--- src/rtl/uart_rx_v2_if.sv ---
// Signal bundle between the uart_rx_v2 receiver (master side) and its line/consumer (slave side).
interface uart_rx_v2_if;
  logic       rx_p;
  logic [7:0] dout;
  logic       dout_valid;
  logic       frame_err;
  logic       rx_busy;

  modport master (input rx_p, output dout, output dout_valid, output frame_err, output rx_busy);
  modport slave  (output rx_p, input dout, input dout_valid, input frame_err, input rx_busy);
endinterface

--- src/rtl/uart_rx_v2.sv ---
// 8N1 UART receiver: 2-flop synchroniser, start-bit qualification, mid-bit sampling, stop check.
// Optional UART_RX_MAJORITY_EN: 2-of-3 vote around each sample point, decision one cycle later.
module uart_rx_v2 #(
  parameter int clk_freq  = 12000000,
  parameter int uart_freq = 115200
) (
  input  logic         clk,
  input  logic         resetn,
  uart_rx_v2_if.master bus
);

  localparam int BIT_TICKS  = clk_freq / uart_freq;
  localparam int HALF_TICKS = BIT_TICKS / 2;
  localparam int CNT_W      = $clog2(BIT_TICKS) + 1;

`ifdef UART_RX_MAJORITY_EN
  // Start decision one cycle late; all later decisions inherit the shift.
  localparam int START_LAST = HALF_TICKS;
`else
  localparam int START_LAST = HALF_TICKS - 1;
`endif

  localparam logic [CNT_W-1:0] START_END = CNT_W'(START_LAST);
  localparam logic [CNT_W-1:0] BIT_END   = CNT_W'(BIT_TICKS - 1);

  typedef enum logic [2:0] {S_IDLE, S_START, S_DATA, S_STOP, S_BREAK} state_e;

  state_e           state_q, state_d;
  logic [CNT_W-1:0] cnt_q, cnt_d;
  logic [2:0]       bitpos_q, bitpos_d;
  logic [7:0]       shift_q, shift_d;
  logic [7:0]       dout_q, dout_d;
  logic             dout_valid_q, dout_valid_d;
  logic             frame_err_q, frame_err_d;
  logic [1:0]       sync_q, sync_d;
  logic             rx_s;
  logic             rx_smp;

  assign rx_s = sync_q[1];

`ifdef UART_RX_MAJORITY_EN
  logic [1:0] hist_q, hist_d;

  assign hist_d = {hist_q[0], rx_s};
  assign rx_smp = (rx_s & hist_q[0]) | (rx_s & hist_q[1]) | (hist_q[0] & hist_q[1]);

  always_ff @(posedge clk or negedge resetn) begin
    if (!resetn) hist_q <= 2'b11;
    else         hist_q <= hist_d;
  end
`else
  assign rx_smp = rx_s;
`endif

  always_comb begin
    // NOTE: every output of this block gets a default first, so no path can infer a latch.
    state_d      = state_q;
    cnt_d        = cnt_q + CNT_W'(1);
    bitpos_d     = bitpos_q;
    shift_d      = shift_q;
    dout_d       = dout_q;
    dout_valid_d = 1'b0;
    frame_err_d  = 1'b0;
    sync_d       = {sync_q[0], bus.rx_p};

    case (state_q)
      S_IDLE: begin
        cnt_d = '0;
        if (!rx_s) state_d = S_START;
      end
      S_START: begin
        if (cnt_q == START_END) begin
          cnt_d    = '0;
          bitpos_d = 3'd0;
          state_d  = rx_smp ? S_IDLE : S_DATA;
        end
      end
      S_DATA: begin
        if (cnt_q == BIT_END) begin
          cnt_d            = '0;
          shift_d[bitpos_q] = rx_smp;
          if (bitpos_q == 3'd7) state_d  = S_STOP;
          else                  bitpos_d = bitpos_q + 3'd1;
        end
      end
      S_STOP: begin
        // Leaving mid-stop-bit lets a start bit right after a 1-bit stop be caught.
        if (cnt_q == BIT_END) begin
          cnt_d = '0;
          if (rx_smp) begin
            dout_d       = shift_q;
            dout_valid_d = 1'b1;
            state_d      = S_IDLE;
          end else begin
            frame_err_d = 1'b1;
            state_d     = S_BREAK;
          end
        end
      end
      S_BREAK: begin
        cnt_d = '0;
        if (rx_s) state_d = S_IDLE;
      end
      default: begin
        cnt_d   = '0;
        state_d = S_IDLE;
      end
    endcase
  end

  // NOTE: sequential state uses non-blocking assignments so all flops update from pre-edge values.
  always_ff @(posedge clk or negedge resetn) begin
    if (!resetn) begin
      state_q      <= S_IDLE;
      cnt_q        <= '0;
      bitpos_q     <= 3'd0;
      shift_q      <= 8'h00;
      dout_q       <= 8'h00;
      dout_valid_q <= 1'b0;
      frame_err_q  <= 1'b0;
      sync_q       <= 2'b11;
    end else begin
      state_q      <= state_d;
      cnt_q        <= cnt_d;
      bitpos_q     <= bitpos_d;
      shift_q      <= shift_d;
      dout_q       <= dout_d;
      dout_valid_q <= dout_valid_d;
      frame_err_q  <= frame_err_d;
      sync_q       <= sync_d;
    end
  end

  assign bus.dout       = dout_q;
  assign bus.dout_valid = dout_valid_q;
  assign bus.frame_err  = frame_err_q;
  assign bus.rx_busy    = (state_q != S_IDLE);

endmodule
--- src/flat_wrapper.sv ---
// flat-port wrapper written by rule: the top's interface ports become plain ports
module uart_rx_v2_flat 
#(
  parameter int clk_freq  = 12000000,
  parameter int uart_freq = 115200
)
  (clk, resetn, bus_rx_p, bus_dout, bus_dout_valid, bus_frame_err, bus_rx_busy);
  uart_rx_v2_if bus_i ();
  input  logic clk;
  input  logic resetn;
  input wire logic [$bits(bus_i.rx_p)-1:0] bus_rx_p;
  output wire logic [$bits(bus_i.dout)-1:0] bus_dout;
  output wire logic [$bits(bus_i.dout_valid)-1:0] bus_dout_valid;
  output wire logic [$bits(bus_i.frame_err)-1:0] bus_frame_err;
  output wire logic [$bits(bus_i.rx_busy)-1:0] bus_rx_busy;
  assign bus_i.rx_p = bus_rx_p;
  assign bus_dout = bus_i.dout;
  assign bus_dout_valid = bus_i.dout_valid;
  assign bus_frame_err = bus_i.frame_err;
  assign bus_rx_busy = bus_i.rx_busy;
  uart_rx_v2 #(.clk_freq(clk_freq), .uart_freq(uart_freq)) u_core (.clk(clk), .resetn(resetn), .bus(bus_i));
endmodule
--- config.mk ---
export PLATFORM = sky130hd
export DESIGN_NAME = uart_rx_v2_flat
export DESIGN_NICKNAME = d
export VERILOG_FILES = /design/src/rtl/uart_rx_v2_if.sv /design/src/rtl/uart_rx_v2.sv /design/src/flat_wrapper.sv
export SDC_FILE = /design/constraint.sdc
export NUM_CORES = 1
export LEC_CHECK = 0
export CAP_MARGIN = 25
export CORE_MARGIN = 3
export CORE_UTILIZATION = 40
export CTS_CLUSTER_SIZE = 8
export DETAILED_ROUTE_END_ITERATION = 6
export MAX_ROUTING_LAYER = met4
export RECOVER_POWER = 25
export SLEW_MARGIN = 20
export SYNTH_ARGS = -nofsm -noshare
export SYNTH_HDL_FRONTEND = slang
export SYNTH_SLANG_ARGS = --single-unit
--- constraint.sdc ---
create_clock -name clk -period 5.6 [get_ports clk]
set_input_delay 1.12 -clock clk [delete_from_list [all_inputs] [get_ports clk]]
set_output_delay 1.12 -clock clk [all_outputs]
set_load 0.03 [all_outputs]
==> summary.md, run 1 <==
| Metric | Value |
|---|---|
| Hold EP | `u_core.sync_q[1]` |
| Area Overhead vs Synth | `18.32%` |
| Max cap viols | `1` |
| Synth area leaders | `dfrtp_1 (51%), mux2_2 (6.5%), mux2_1 (5.8%)` |
| Row count | `22` |
| Worst path bufs/invs | `2` |
| DIE WIDTH | `68.53 µm` |
| Avg WL per Cell | `13.00 µm` |
| Failing checks | `max-capacitance violations, max-slew violations` |
| Post-route DRC | `0` |
| Final min period | `2.851 ns` |
| Final Hold Vio Count | `0` |
| CP peak stage delay | `1.26 ns` |
| Setup CP Type | `in2async` |
| Cells after synthesis | `133` |
| Worst path slowest cell | `clkbuf_1` |
| Crit. End Element | `asynchronous set/reset pin` |
| Postcts setup bufs | `0` |
| 1st-iter DRT viols | `48` |
| Fmax | `350.7 MHz` |
| Relative slew margins | `-16.86%` |
| Finish-stage setup viols | `0` |
| Synth top area share | `51.20%` |
| Global-route wire length before repair | `4.471 mm` |
| Total GRT Usage | `13.51%` |
| Delay-heaviest family, CP | `buffers and inverters` |
| Layout cells sized above 1 | `14.97%` |
| Status | `finished, violations left` |
| Cells on worst reg2reg path | `4` |
| Initial antenna violation count | `0` |
| Post-cts sizing count | `0` |
| Post-synth EDFFs | `0` |
| Arr. time, crit path | `2.91 ns` |
| Origin of the worst min-delay path | `u_core.sync_q[0]` |
| Critical Path Source Type | `input pin` |
| RSZ-0062 raised after global routing | `no` |
| Core Box Area | `3716 µm²` |
| Actual slew at the worst max-slew pin | `1.753 ns` |
| Reg area | `853.3 µm²` |
| CP required | `5.66 ns` |
| Fin crit share | `50.91%` |
| Post-DRT Antenna Nets | `0` |
| # hold bufs at CTS | `0` |
| Most common cell in the netlist | `dfrtp_1` |
| DP Wirelength | `1.729 mm` |
| Final Wtd Congestion | `0.8071` |
| Footprint of the multi-input gates | `661.9 µm²` |
| N_diodes | `0` |
| Dpl cell area | `1717 µm²` |
| # H-tree levels | `2` |
| Seq/Total Area, Yosys | `54.56%` |
| Share of flip-flops with an asynchronous set or reset | `100.0%` |
| Num CTS Buffers | `5` |
| NumNets Final | `152` |
| Mapped Area | `1564 µm²` |
| Largest net degree at the start of global routing | `35` |
| First-pass DRT Iterations | `4` |
| Root Buffer | `clkbuf_8` |
| P_leak | `0.8421 nW` |
| Via density | `5.210` |
| Initial Util | `42.09%` |
| Skew-Pair Late Insertion Delay | `0.28 ns` |
| Hold crit path type | `reg2reg` |
| Synth cell count leaders | `dfrtp_1 (32), nor2_1 (16), mux2_2 (9), nand2_1 (9), mux2_1 (8)` |
| Io pins | `14` |
| PwrDens | `282.5 nW/µm²` |
| FF-to-FF End | `u_core.bus.dout[4]` |
| Largest fanout on the critical path | `34` |
| Longest Clk Path Bufs | `2` |
| Post-route cell area | `1851 µm²` |
| CTS tree | `built` |
| Port bufs | `13` |
| Syn avg cell area | `11.76 µm²` |
| Die Y | `68.53 µm` |
| CTS Sinks | `34` |
| Grt ovf | `0` |
| DR vias | `1,016` |
| Filler cells | `351` |
| Post-synth cell types | `39` |
| Yosys Warn Count | `0` |
| Vias in the first global route | `942` |
| Die area | `4696 µm²` |
| Mapped Nets | `139` |
| Setup TNS | `0 ns` |
| Reg2reg setup slack | `3.47 ns` |
| Slew Limit Fails | `35` |
| Peak VDD IR | `115.4 µV` |
| Hold Path Cell Cnt | `0` |
| Post-synth top flop | `dfrtp_1` |
| Critical Path Start | `resetn` |
| Skew final | `0.005427 ns` |
| Register bit total from synthesis | `34` |
| Leading area contributor after synthesis | `dfrtp_1` |
| Reg clk slew, reported paths | `0.07 ns` |
| Reg2reg start | `u_core.cnt_q[3]` |
| Crit-path cells | `dlygate4sd3_1 -> clkbuf_1` |
| WL final | `2.535 mm` |
[kinds of logic (layout without fill, tap and decap cells)]
logic type / count (synthesis) / after routing / synth area share, %
adders and majority gates: 3 / 3 / 2.400
and+or+nand+nor: 52 / 52 / 18.80
muxes: 19 / 19 / 13.52
DFF: 34 / 34 / 54.56
buffers and inverters: 9 / 23 / 3.120
xor gates and xnor gates: 6 / 6 / 3.360
AOI/OAI and AO/OA: 10 / 10 / 4.240
[layer usage]
layer  GRT usage, %  up-vias  wire length [µm]
met1          16.86      508              1195
met2          20.02       16              1202
met3          4.376        5                90
met4          5.955        0                46
met5              -        -                 0
li1               -      487                 -
[through the flow]
stage          instances  setup WS, ns  power, mW  hold slack (ns)  utilization, %
6_report             195         2.749     0.5228           0.3579           49.80
5_1_grt              195         2.311     0.5438           0.3649           49.80
4_1_cts              195         2.744     0.5316           0.3605           49.90
3_5_place_dp         187         3.061     0.2601           0.3500           46.20
3_3_place_gp         187         3.088     0.2599           0.3467           46.20
2_1_floorplan        133         3.466     0.2529           0.3452               -
[power by group]
group          internal [mW]  total, mW  leakage, nW  switching (mW)
Sequential             0.247      0.248        0.453         0.00138
Clock                  0.178      0.269       0.0683          0.0902
Combinational        0.00126    0.00617        0.320         0.00491
Total                  0.426      0.523        0.842          0.0965
[worst max-delay path by stage]
stage,to,slack (ns),depth (start not counted)
3_5_place_dp,bus_rx_busy,3.06,2
4_1_cts,bus_rx_busy,2.74,2
3_3_place_gp,bus_rx_busy,3.09,2
5_1_grt,u_core.bitpos_q[1],2.31,2
6_report,u_core.shift_q[7],2.75,2
2_1_floorplan,bus_rx_busy,3.47,2
[area by class of cell]
class / count / share of cell area, %
Clock buffer: 5 / 3.719
Clock inverter: 3 / 3.719
Inverter: 1 / 0.2028
Multi-Input combinational cell: 90 / 35.77
Sequential cell: 34 / 46.11
Tap cell: 48 / 3.245
Timing Repair Buffer: 14 / 7.235
[state kept, by name, summed over array words and instances, names as in the netlist]
| name | count |
|---|---|
| u_core.bitpos_q | 3 |
| u_core.bus.dout | 8 |
| u_core.bus.dout_valid | 1 |
| u_core.bus.frame_err | 1 |
| u_core.cnt_q | 8 |
| u_core.shift_q | 8 |
| u_core.state_q | 3 |
| u_core.sync_q | 2 |
[layout by cell type (no fill, tap or decap), types with 2 or more instances in the layout]
cell type / instances
mux2i_1: 2
nand3_1: 5
nor2_1: 16
nand2_1: 9
mux2_1: 8
clkbuf_8: 5
nor3b_1: 3
clkdlybuf4s50_1: 11
dfrtp_1: 32
bufinv_16: 2
or3_1: 2
ha_1: 3
xor2_1: 2
dlygate4sd3_1: 2
or3b_1: 2
dfstp_2: 2
a21oi_1: 4
xnor2_1: 4
mux2_2: 9
nor3_1: 3
Note: power is estimated with default switching activity, not from simulation.
==> inputs of run 2 (changes only) <==
- clock period: 5.6 -> 2.9 ns (I/O delays scaled with it)
==> run 2 against run 1 <==
The flow now finishes without violations. Wire length grew 2.5%. First-iteration DRC count grew 15%. Clock power grew 64%. Critical endpoint is now bus_rx_busy. Sequential share of layout area grew 0.54 points. Largest cell class unchanged. Final cell count shrank 0.51%. Global-route usage grew 1.1 points. Die area is the same. Via count shrank 2.6%.
==> summary.md, run 2 (same netlist as run 1, synthesis figures left out) <==
| Metric | Value |
|---|---|
| Commonest non-fill, non-tap cell in the layout | `dfrtp_1` |
| Actual slew at the worst max-slew pin | `0.4315 ns` |
| Postcts setup bufs | `0` |
| Peak VDD IR | `327.0 µV` |
| RSZ-0062 raised after global routing | `no` |
| Row count | `22` |
| FF-to-FF End | `u_core.bus.dout[5]` |
| Hold crit path type | `reg2reg` |
| GR peak layer | `met2` |
| Avg WL per Cell | `13.39 µm` |
| Port bufs | `13` |
| Root Buffer | `clkbuf_8` |
| Skew final | `0.008205 ns` |
| Final Wtd Congestion | `0.8329` |
| Finish-stage setup viols | `0` |
| Initial antenna violation count | `0` |
| WL final | `2.598 mm` |
| # H-tree levels | `2` |
| Via density | `5.103` |
| Area Overhead vs Synth | `16.96%` |
| Cells on worst reg2reg path | `4` |
| NumNets Final | `152` |
| Post-DRT Antenna Nets | `0` |
| Commonest cells after routing, fill and taps aside | `dfrtp_1 (32), nor2_1 (16), clkdlybuf4s50_1 (11), nand2_1 (9), mux2_2 (9)` |
| Reg clk slew, reported paths | `0.07 ns` |
| Total power | `0.9327 mW` |
| Critical Path Start | `u_core.state_q[2]` |
| CP required | `2.32 ns` |
| N_diodes | `0` |
| 1st-iter DRT viols | `55` |
| Status | `completed` |
| DP Cell Count | `187` |
| Io pins | `14` |
| CTS Sinks | `34` |
| Arr. time, crit path | `1.74 ns` |
| Largest net degree at the start of global routing | `35` |
| DIE WIDTH | `68.53 µm` |
| Grt ovf | `0` |
| Crit. End Element | `output pin` |
| # hold bufs at CTS | `0` |
| Non-filler instance count after layout | `194` |
| DP Wirelength | `1.759 mm` |
| Fin crit share | `80.14%` |
| Relative slew margins | `71.23%` |
| Final min period | `2.324 ns` |
| Vias in the first global route | `993` |
| Skew-Pair Late Insertion Delay | `0.29 ns` |
| Reg2reg start | `u_core.cnt_q[3]` |
| DR vias | `990` |
| P_leak | `0.8346 nW` |
| Global-route wire length before repair | `4.671 mm` |
| Die Y | `68.53 µm` |
| Largest fanout on the critical path | `10` |
| Num CTS Buffers | `5` |
| Core Box Area | `3716 µm²` |
| Worst Setup EP | `bus_rx_busy` |
| Die area | `4696 µm²` |
| Setup TNS | `0 ns` |
| GR Util met3 | `5.348%` |
| Post-route DRC | `0` |
| Total GRT Usage | `14.63%` |
| Post-cts sizing count | `0` |
| Slew Limit Fails | `0` |
| Max cap viols | `0` |
| First-pass DRT Iterations | `3` |
| CTS tree | `built` |
| Longest Clk Path Bufs | `2` |
| M2 GR Usage | `19.67%` |
| Layout cells sized above 1 | `15.07%` |
| Initial Util | `42.09%` |
| Final Hold Vio Count | `0` |
| Setup CP Type | `reg2out` |
| PwrDens | `509.9 nW/µm²` |
| Fmax | `430.3 MHz` |
| Critical Path Source Type | `flop` |
| Reg2reg setup slack | `0.77 ns` |
| Met1 usage | `18.98%` |
| Core Util, Final | `49.23%` |
==> run 2: cell count changes in the layout (fill, tap and decap cells not counted), sizes merged <==
cell | before | now
buf | 0 | 1
bufinv | 2 | 1
clkinv | 1 | 0
==> run 2: worst max-delay path: stages (launching register included) <==
cell             delay, ns
dfrtp_1               0.47
or3_1                 0.39
clkdlybuf4s50_1       0.59
==> run 2: power by group <==
part / switching, mW / total, mW / internal [mW] / leakage (nW)
sequential: 0.00274 / 0.480 / 0.477 / 0.453
clock: 0.166 / 0.441 / 0.275 / 0.0573
combinational: 0.00920 / 0.0123 / 0.00306 / 0.324
==> run 2: per-layer routing <==
| metal | routed length (µm) | part of all wire, % |
|---|---|---|
| met5 | 0 | 0 |
| met4 | 59 | 2.3 |
| met3 | 108 | 4.2 |
| met2 | 1175 | 45 |
| met1 | 1254 | 48 |
==> run 2: final cells by class <==
cell class                      count  area (µm²)
Clock buffer                        6       82.58
Clock inverter                      1       30.03
Fill cell                         353        1887
Inverter                            1       3.754
Multi-Input combinational cell     90       661.9
Sequential cell                    34       853.3
Tap cell                           48       60.06
Timing Repair Buffer               14       137.6
==> run 2: stage by stage <==
stage / hold slack [ns] / instance area [µm²] / worst slack [ns]
global placement: 0.3474 / 1717 / 0.8037
finish: 0.3565 / 1829 / 0.5760
detailed placement: 0.3479 / 1717 / 0.7314
global route: 0.3675 / 1829 / 0.5218
CTS: 0.3584 / 1829 / 0.5787
floorplan: 0.2844 / 1564 / 1.047
==> run 2: worst min-delay path by stage <==
stage	startpoint	depth (start not counted)	slack, ns	end
2_1_floorplan	resetn	0	0.28	u_core.bitpos_q[0]
3_3_place_gp	u_core.sync_q[0]	0	0.35	u_core.sync_q[1]
3_5_place_dp	u_core.sync_q[0]	0	0.35	u_core.sync_q[1]
4_1_cts	u_core.sync_q[0]	0	0.36	u_core.sync_q[1]
5_1_grt	u_core.sync_q[0]	0	0.37	u_core.sync_q[1]
6_report	u_core.sync_q[0]	0	0.36	u_core.sync_q[1]
